**src/rtl/rr_arbiter_4_if.sv**
```systemverilog
// Request/grant bundle between requesters and rr_arbiter_4.
// "release" is a reserved word, so the owner-finished strobe is named rel.
interface rr_arbiter_4_if #(
  parameter int unsigned N  = 4,
  parameter int unsigned IW = 2
);
  logic          EIN;
  logic [N-1:0]  req;
  logic          rel;
  logic [N-1:0]  gnt;
  logic [IW-1:0] gnt_id;
  logic          gnt_valid;
  logic          EOUT;
  logic          timeout;

  modport master (
    output EIN, req, rel,
    input  gnt, gnt_id, gnt_valid, EOUT, timeout
  );

  modport slave (
    input  EIN, req, rel,
    output gnt, gnt_id, gnt_valid, EOUT, timeout
  );
endinterface

```
**src/rtl/rr_arbiter_4.sv**
```systemverilog
// Round-robin arbiter with registered one-hot grant held until the owner releases.
// Define ARB_TIMEOUT_EN to revoke grants held for MAX_HOLD cycles.
module rr_arbiter_4 #(
  parameter int unsigned N        = 4,
  parameter int unsigned IW       = 2,
  parameter int unsigned MAX_HOLD = 16
) (
  input  logic           clk,
  input  logic           rst,
  rr_arbiter_4_if.slave  bus
);

  localparam logic [0:0] IDLE  = 1'b0;
  localparam logic [0:0] GRANT = 1'b1;

  if (IW != $clog2(N)) begin : g_bad_iw
    $error("rr_arbiter_4: IW must equal log2(N)");
  end
  if (MAX_HOLD < 2) begin : g_bad_hold
    $error("rr_arbiter_4: MAX_HOLD must be at least 2");
  end

  logic [0:0]    state_q, state_d;
  logic [IW-1:0] ptr_q, ptr_d;
  logic [N-1:0]  gnt_q, gnt_d;
  logic [IW-1:0] id_q, id_d;
  logic          valid_q, valid_d;
  logic          timeout_q, timeout_d;

`ifdef ARB_TIMEOUT_EN
  localparam int unsigned HW = (MAX_HOLD > 2) ? $clog2(MAX_HOLD) : 1;
  logic [HW-1:0] hold_q, hold_d;
`endif

  // First set bit of r searching p, p+1, ... modulo N; MSB flags a hit.
  function automatic logic [IW:0] pick(input logic [N-1:0] r, input logic [IW-1:0] p);
    logic          found;
    logic [IW-1:0] w;
    logic [IW-1:0] c;
    found = 1'b0;
    w     = '0;
    for (int unsigned k = 0; k < N; k++) begin
      c = p + IW'(k);
      if (!found && r[c]) begin
        found = 1'b1;
        w     = c;
      end
    end
    return {found, w};
  endfunction

  logic          grant_end;
  logic          forced;
  logic          issue;
  logic          drop;
  logic [IW:0]   pk;
  logic [N-1:0]  cand;

  // Next-state and next-output logic.
  always_comb begin
    state_d   = state_q;
    ptr_d     = ptr_q;
    gnt_d     = gnt_q;
    id_d      = id_q;
    valid_d   = valid_q;
    timeout_d = 1'b0;
    issue     = 1'b0;
    drop      = 1'b0;
    forced    = 1'b0;
    grant_end = bus.rel | ~bus.req[id_q];
    cand      = bus.req;
`ifdef ARB_TIMEOUT_EN
    hold_d    = hold_q;
    forced    = (hold_q == HW'(MAX_HOLD - 1));
`endif

    case (state_q)
      IDLE: begin
        issue = bus.EIN;
      end
      GRANT: begin
        if (grant_end || forced) begin
          // Outgoing owner is masked so it cannot immediately win again.
          cand      = bus.req & ~(N'(1) << id_q);
          issue     = bus.EIN;
          drop      = 1'b1;
          timeout_d = forced & ~grant_end;
        end
`ifdef ARB_TIMEOUT_EN
        else begin
          hold_d = hold_q + HW'(1);
        end
`endif
      end
      default: begin
        state_d = IDLE;
      end
    endcase

    pk = pick(cand, ptr_q);

    if (issue && pk[IW]) begin
      state_d = GRANT;
      gnt_d   = N'(1) << pk[IW-1:0];
      id_d    = pk[IW-1:0];
      valid_d = 1'b1;
      ptr_d   = pk[IW-1:0] + IW'(1);
`ifdef ARB_TIMEOUT_EN
      hold_d  = '0;
`endif
    end else if (drop) begin
      state_d = IDLE;
      gnt_d   = '0;
      id_d    = '0;
      valid_d = 1'b0;
`ifdef ARB_TIMEOUT_EN
      hold_d  = '0;
`endif
    end
  end

  always_ff @(posedge clk or posedge rst) begin
    if (rst) begin
      state_q   <= IDLE;
      ptr_q     <= '0;
      gnt_q     <= '0;
      id_q      <= '0;
      valid_q   <= 1'b0;
      timeout_q <= 1'b0;
    end else begin
      state_q   <= state_d;
      ptr_q     <= ptr_d;
      gnt_q     <= gnt_d;
      id_q      <= id_d;
      valid_q   <= valid_d;
      timeout_q <= timeout_d;
    end
  end

`ifdef ARB_TIMEOUT_EN
  always_ff @(posedge clk or posedge rst) begin
    if (rst) begin
      hold_q <= '0;
    end else begin
      hold_q <= hold_d;
    end
  end
`endif

  assign bus.gnt       = gnt_q;
  assign bus.gnt_id    = id_q;
  assign bus.gnt_valid = valid_q;
  assign bus.timeout   = timeout_q;
  // Idle indication: enabled, nobody asking, nothing held.
  assign bus.EOUT      = bus.EIN & ~(|bus.req) & ~valid_q;

endmodule

```
**src/flat_wrapper.sv**
```systemverilog
// flat-port wrapper written by rule: the top's interface ports become plain ports
module rr_arbiter_4_flat 
#(
  parameter int unsigned N        = 4,
  parameter int unsigned IW       = 2,
  parameter int unsigned MAX_HOLD = 16
)
  (clk, rst, bus_EIN, bus_req, bus_rel, bus_gnt, bus_gnt_id, bus_gnt_valid, bus_EOUT, bus_timeout);
  rr_arbiter_4_if #(.N(N), .IW(IW)) bus_i ();
  input  logic clk;
  input  logic rst;
  input wire logic [$bits(bus_i.EIN)-1:0] bus_EIN;
  input wire logic [$bits(bus_i.req)-1:0] bus_req;
  input wire logic [$bits(bus_i.rel)-1:0] bus_rel;
  output wire logic [$bits(bus_i.gnt)-1:0] bus_gnt;
  output wire logic [$bits(bus_i.gnt_id)-1:0] bus_gnt_id;
  output wire logic [$bits(bus_i.gnt_valid)-1:0] bus_gnt_valid;
  output wire logic [$bits(bus_i.EOUT)-1:0] bus_EOUT;
  output wire logic [$bits(bus_i.timeout)-1:0] bus_timeout;
  assign bus_i.EIN = bus_EIN;
  assign bus_i.req = bus_req;
  assign bus_i.rel = bus_rel;
  assign bus_gnt = bus_i.gnt;
  assign bus_gnt_id = bus_i.gnt_id;
  assign bus_gnt_valid = bus_i.gnt_valid;
  assign bus_EOUT = bus_i.EOUT;
  assign bus_timeout = bus_i.timeout;
  rr_arbiter_4 #(.N(N), .IW(IW), .MAX_HOLD(MAX_HOLD)) u_core (.clk(clk), .rst(rst), .bus(bus_i));
endmodule
```
**config.mk**
```make
export PLATFORM = sky130hd
export DESIGN_NAME = rr_arbiter_4_flat
export DESIGN_NICKNAME = d
export VERILOG_FILES = /design/src/rtl/rr_arbiter_4_if.sv /design/src/rtl/rr_arbiter_4.sv /design/src/flat_wrapper.sv
export SDC_FILE = /design/constraint.sdc
export NUM_CORES = 1
export LEC_CHECK = 0
export CAP_MARGIN = 30
export CORE_UTILIZATION = 40
export CTS_BUF_LIST = sky130_fd_sc_hd__clkbuf_2
export CTS_CLUSTER_DIAMETER = 60
export DETAILED_ROUTE_END_ITERATION = 16
export GPL_TIMING_DRIVEN = 1
export PLACE_DENSITY = 0.76
export SYNTH_ARGS = -nofsm -noshare
export SYNTH_HDL_FRONTEND = slang
export SYNTH_SLANG_ARGS = --single-unit
```
**constraint.sdc**
```tcl
create_clock -name clk -period 2.2 [get_ports clk]
set_clock_uncertainty 0.1 [all_clocks]
set_input_delay 0.44 -clock clk [delete_from_list [all_inputs] [get_ports clk]]
set_output_delay 0.44 -clock clk [all_outputs]
set_load 0.02 [all_outputs]
```
Word-level counts from Yosys, hierarchy flattened
Index checks and enable logic that the tools add are counted.
{"block": "totals", "in_bits": 8, "register_bits": 9, "word_cells": 62}
{"block": "op_classes", "n_reduce_logical": 9, "bitwise": 8, "shifts": 2, "mux": 30, "n_addsub": 4, "magnitude_cmp": 5}
{"op": "$mux 4", "n": 4}
{"op": "$lt 2x3->1 const B", "n": 5}
{"op": "$mux 1", "n": 14}
{"op": "$mux 2", "n": 6}
{"op": "$bmux 1 s2", "n": 5}
{"op": "$shl 1x2->4 const A", "n": 2}
{"op": "$add 2x1->2 const B", "n": 2}
{"op": "$add 2x2->2 const B", "n": 2}
{"op": "$and 4x4->4", "n": 1}
{"op": "$logic_and 1x1->1", "n": 4}
{"op": "$not 4->4", "n": 1}
{"op": "$reduce_or 4->1", "n": 1}
{"op": "$logic_not 1->1", "n": 3}
{"op": "$not 1->1", "n": 3}
{"op": "$and 1x1->1", "n": 2}
{"op": "$pmux 1 s2", "n": 1}
{"op": "$reduce_bool 2->1", "n": 1}
{"op": "$or 1x1->1", "n": 1}

Longest topological paths before layout
{"block": "logic_depth", "word_depth": 20, "mapped_depth": 6}

Worst setup path before layout
Ideal clock, no wire load.
{"block": "synth_timing", "kind": "reg2out", "startpoint": "reg u_core.valid_q, in the netlist u_core.bus.gnt_valid", "endpoint": "out bus_EOUT", "path_slack_ps": -101, "t_required_ps": 1660, "stages_incl_launch_ff": 4, "arrival_ps": 1761, "cell_sequence": "dfrtp_1 buf_4 or4b_2 nor3_1"}
{"block": "synth_between", "elab_chain_cells": 2}
{"item": "from (decl)", "line_no": "rr_arbiter_4.sv:27", "rtl": "logic valid_q, valid_d;"}
{"item": "from (signal assigned)", "line_no": "rr_arbiter_4.sv:135", "rtl": "valid_q <= valid_d;"}
{"item": "$not 1->1", "line_no": "rr_arbiter_4.sv:155", "rtl": "assign bus.EOUT = bus.EIN & ~(|bus.req) & ~valid_q;"}
{"item": "$and 1x1->1", "line_no": "rr_arbiter_4.sv:155"}
{"item": "to (decl)", "line_no": "flat_wrapper.sv:18", "rtl": "output wire logic [$bits(bus_i.EOUT)-1:0] bus_EOUT;"}
Every way passes these cells.

Worst setup path after layout
{"block": "layout_timing", "startpoint": "in bus_req[1]", "endpoint": "out bus_EOUT"}
{"block": "layout_between", "elab_chain_cells": 4}
{"item": "from (decl)", "line_no": "flat_wrapper.sv:13", "rtl": "input wire logic [$bits(bus_i.req)-1:0] bus_req;"}
{"item": "$reduce_or 4->1", "line_no": "rr_arbiter_4.sv:155"}
{"item": "$not 1->1", "line_no": "rr_arbiter_4.sv:155"}
{"item": "$and 1x1->1 (2 in a row)", "line_no": "rr_arbiter_4.sv:155"}
Every way passes these cells.

==> run metrics <==
Post-synth EDFFs=0; critical path cell sequence=clkdlybuf4s50_1 -> or4b_4 -> nor3_2 -> buf_4; setup slack at placement=-0.588 ns; average instance area after synthesis=10.4 um2; Antenna Diode Count=0; count of input and output buffers=15; status=complete, no violations; number of violations reported at the end of detailed-routing iteration 0=12; TritonCTS buffer count=3; destination of the critical timing path=bus_EOUT; final weighted congestion in routability-driven placement=0.864; unrepaired setup endpoints after global routing=false; Critical Path Start Type=input pin; average routed wire per standard cell=14.7 um; Worst-Skew Late Latency=0.24 ns; drc violations=0; total global routing track utilization=0.212; Initial Util=0.426; CTS clock-pin slew for the worst setup and hold paths=0.09 ns; global-route wire length before repair=3.07 mm; flops & latches, synth=9; Max-cap violations=0; Net Count, Synth=79; reg2reg setup slack=0.27 ns; delay contributed by the slowest stage of the critical path=0.50 ns; number of standard cells in the final layout excluding fillers=122; nature of the critical path endpoint=output pin; PwrDens=1070 nW/um2; worst hold slack=0.344 ns; detailed-router iteration count before antenna repair=4; Synthesis Warnings=0; ys flop type=sky130_fd_sc_hd__dfrtp_1; number of endpoints with negative hold slack in the final report=0; maximum clock frequency=457 MHz; cell total after placement=118; height of the die=44.9 um; core footprint=1730 um2; number of antenna violations at the first check in global routing=0; count of pins on the block boundary=17; fin worst setup slack=0.0118 ns; combined area of the multi-input logic cells=485 um2; data required time of the worst path=1.66 ns; data arrival time of the critical path=1.65 ns; routed via count=695; cell chosen for the clock root=sky130_fd_sc_hd__clkbuf_2; hold crit path type=input pin to asynchronous set/reset pin; count of distinct cell types in the synthesized netlist=38; number of buffers inserted by hold repair at cts=0; share of post-route cells with drive strength above 1=0.320; terminus of the critical flop-to-flop path=u_core.bus.gnt[0]; async set-or-reset flop fraction in the synthesized netlist=1.00; layout-stage area growth over the synthesis result=37.4%; remaining antenna violation count=0; static leakage=0.000437 uW; wirelength, routed=1.79 mm; Gate Count Post-Synth=71; Final Power=1080 uW; Die Wd=44.9 um; setup-violating endpoint count in the final report=0; TritonCTS clock tree=done; H-Tree Depth=1; critical path class=input pin to output pin; vias in the first global route=684; buffers from clock root to sink, at most=2; fin nets=106; reg-to-reg critical path startpoint=u_core.bus.gnt_id[0]; netlist area before placement=736 um2; crit path launch=bus_req[1]; final-layout fill cell count=156; min cycle time layout=2.19 ns; Sequential Area=225 um2; Final Cycle Share=0.995; critical-path maximum fanout=2; die outline area=2010 um2; final-layout setup total negative slack=0 ns; sequential area share after synthesis=0.306; r2r worst-path depth=5; library cell contributing the largest single delay on the critical path=sky130_fd_sc_hd__or4b_4; Peak VDD IR=0.582 mV; count of final max-slew check failures=0; vias per std cell=5.70; maximum number of pins on one net before global-route repair=11; count of clock tree sinks=9; GRT Residual Overflow=0; num rows=15; hpwl dp=1.40 mm
## worst max-delay path: cells and delay by family
kind / cells / cell delay [ns]
buffers and inverters: 2 / 0.61
and+or+nand+nor: 2 / 0.61
## synthesized netlist by cell type, types with 2 or more instances
cell	n	share of area
sky130_fd_sc_hd__nand3_1	3	0.020
sky130_fd_sc_hd__inv_1	4	0.020
sky130_fd_sc_hd__o21ai_0	4	0.027
sky130_fd_sc_hd__nand2_1	3	0.015
sky130_fd_sc_hd__a32o_1	4	0.054
sky130_fd_sc_hd__o21ai_1	2	0.014
sky130_fd_sc_hd__dfrtp_1	9	0.31
sky130_fd_sc_hd__nor2_1	2	0.010
sky130_fd_sc_hd__buf_4	3	0.031
sky130_fd_sc_hd__a21oi_1	6	0.041
sky130_fd_sc_hd__a31oi_1	2	0.017
sky130_fd_sc_hd__o32ai_2	2	0.044
sky130_fd_sc_hd__a21o_1	2	0.020
## state kept, by name, indices dropped and copies added, names as in the netlist
| register | flops |
|---|---|
| u_core.ptr_q | 2 |
| u_core.bus.gnt_id | 2 |
| u_core.bus.gnt_valid | 1 |
| u_core.bus.gnt | 4 |
## layout by cell type, fill, tap and decap left out, drive strengths merged, types with 3 or more instances in the layout
cell type,n
a21oi,7
a32o,4
buf,12
clkbuf,4
clkdlybuf4s50,11
dfrtp,9
inv,4
nand2,3
nand3,3
nor2,3
o21ai,6
## worst min path at each step
stage | slack, ns | end | startpoint
after floorplan | 0.17 | u_core.bus.gnt[0] | rst
after global placement | 0.39 | u_core.bus.gnt[0] | u_core.bus.gnt[0]
after detailed placement | 0.38 | u_core.bus.gnt[1] | u_core.bus.gnt[1]
after CTS | 0.35 | u_core.bus.gnt[0] | rst
after global routing | 0.38 | u_core.bus.gnt_id[1] | rst
final | 0.34 | u_core.bus.gnt_id[1] | rst
## per-stage QoR
step | instance area, um2 | util
final | 1010 | 0.586
after global routing | 1010 | 0.586
after CTS | 997 | 0.578
after detailed placement | 977 | 0.566
after global placement | 977 | 0.566
after floorplan | 741 | -
## repair_timing
action | 4_1_cts | 5_1_grt
hold endpoints to repair | 0 | 0
endpoints found under the setup margin | 1 | 4
resized for setup | 7 | 3
cloned | 0 | 0
buffers inserted | 0 | 0
## power breakdown
part           internal [uW]  leakage, uW  total (uW)  switching [uW]
sequential               235     0.000112         321            85.5
combinational            344     0.000309         653             308
clock                   48.3    0.0000166         107            58.9
## final cells by class
type                    instances  area share
well taps                      25      0.0309
repair buffers                 26       0.231
clock buffers                   4      0.0198
flip-flops and latches          9       0.223
inverters                       4      0.0149
multi-input cells              54       0.480
## per-layer routing
layer | GRT usage | wire, um
met1 | 0.237 | 760
met2 | 0.385 | 907
met3 | 0.0280 | 64
met4 | 0.121 | 61
met5 | 0 | 0
## kinds of logic after synthesis
group / Yosys count / synth area share
mux: 1 / 0.0357
simple gates: 22 / 0.260
compound gates: 30 / 0.335
buf+inv: 8 / 0.0578
flops: 9 / 0.306
other cells: 1 / 0.00510
(Power assumes the default switching activity.)
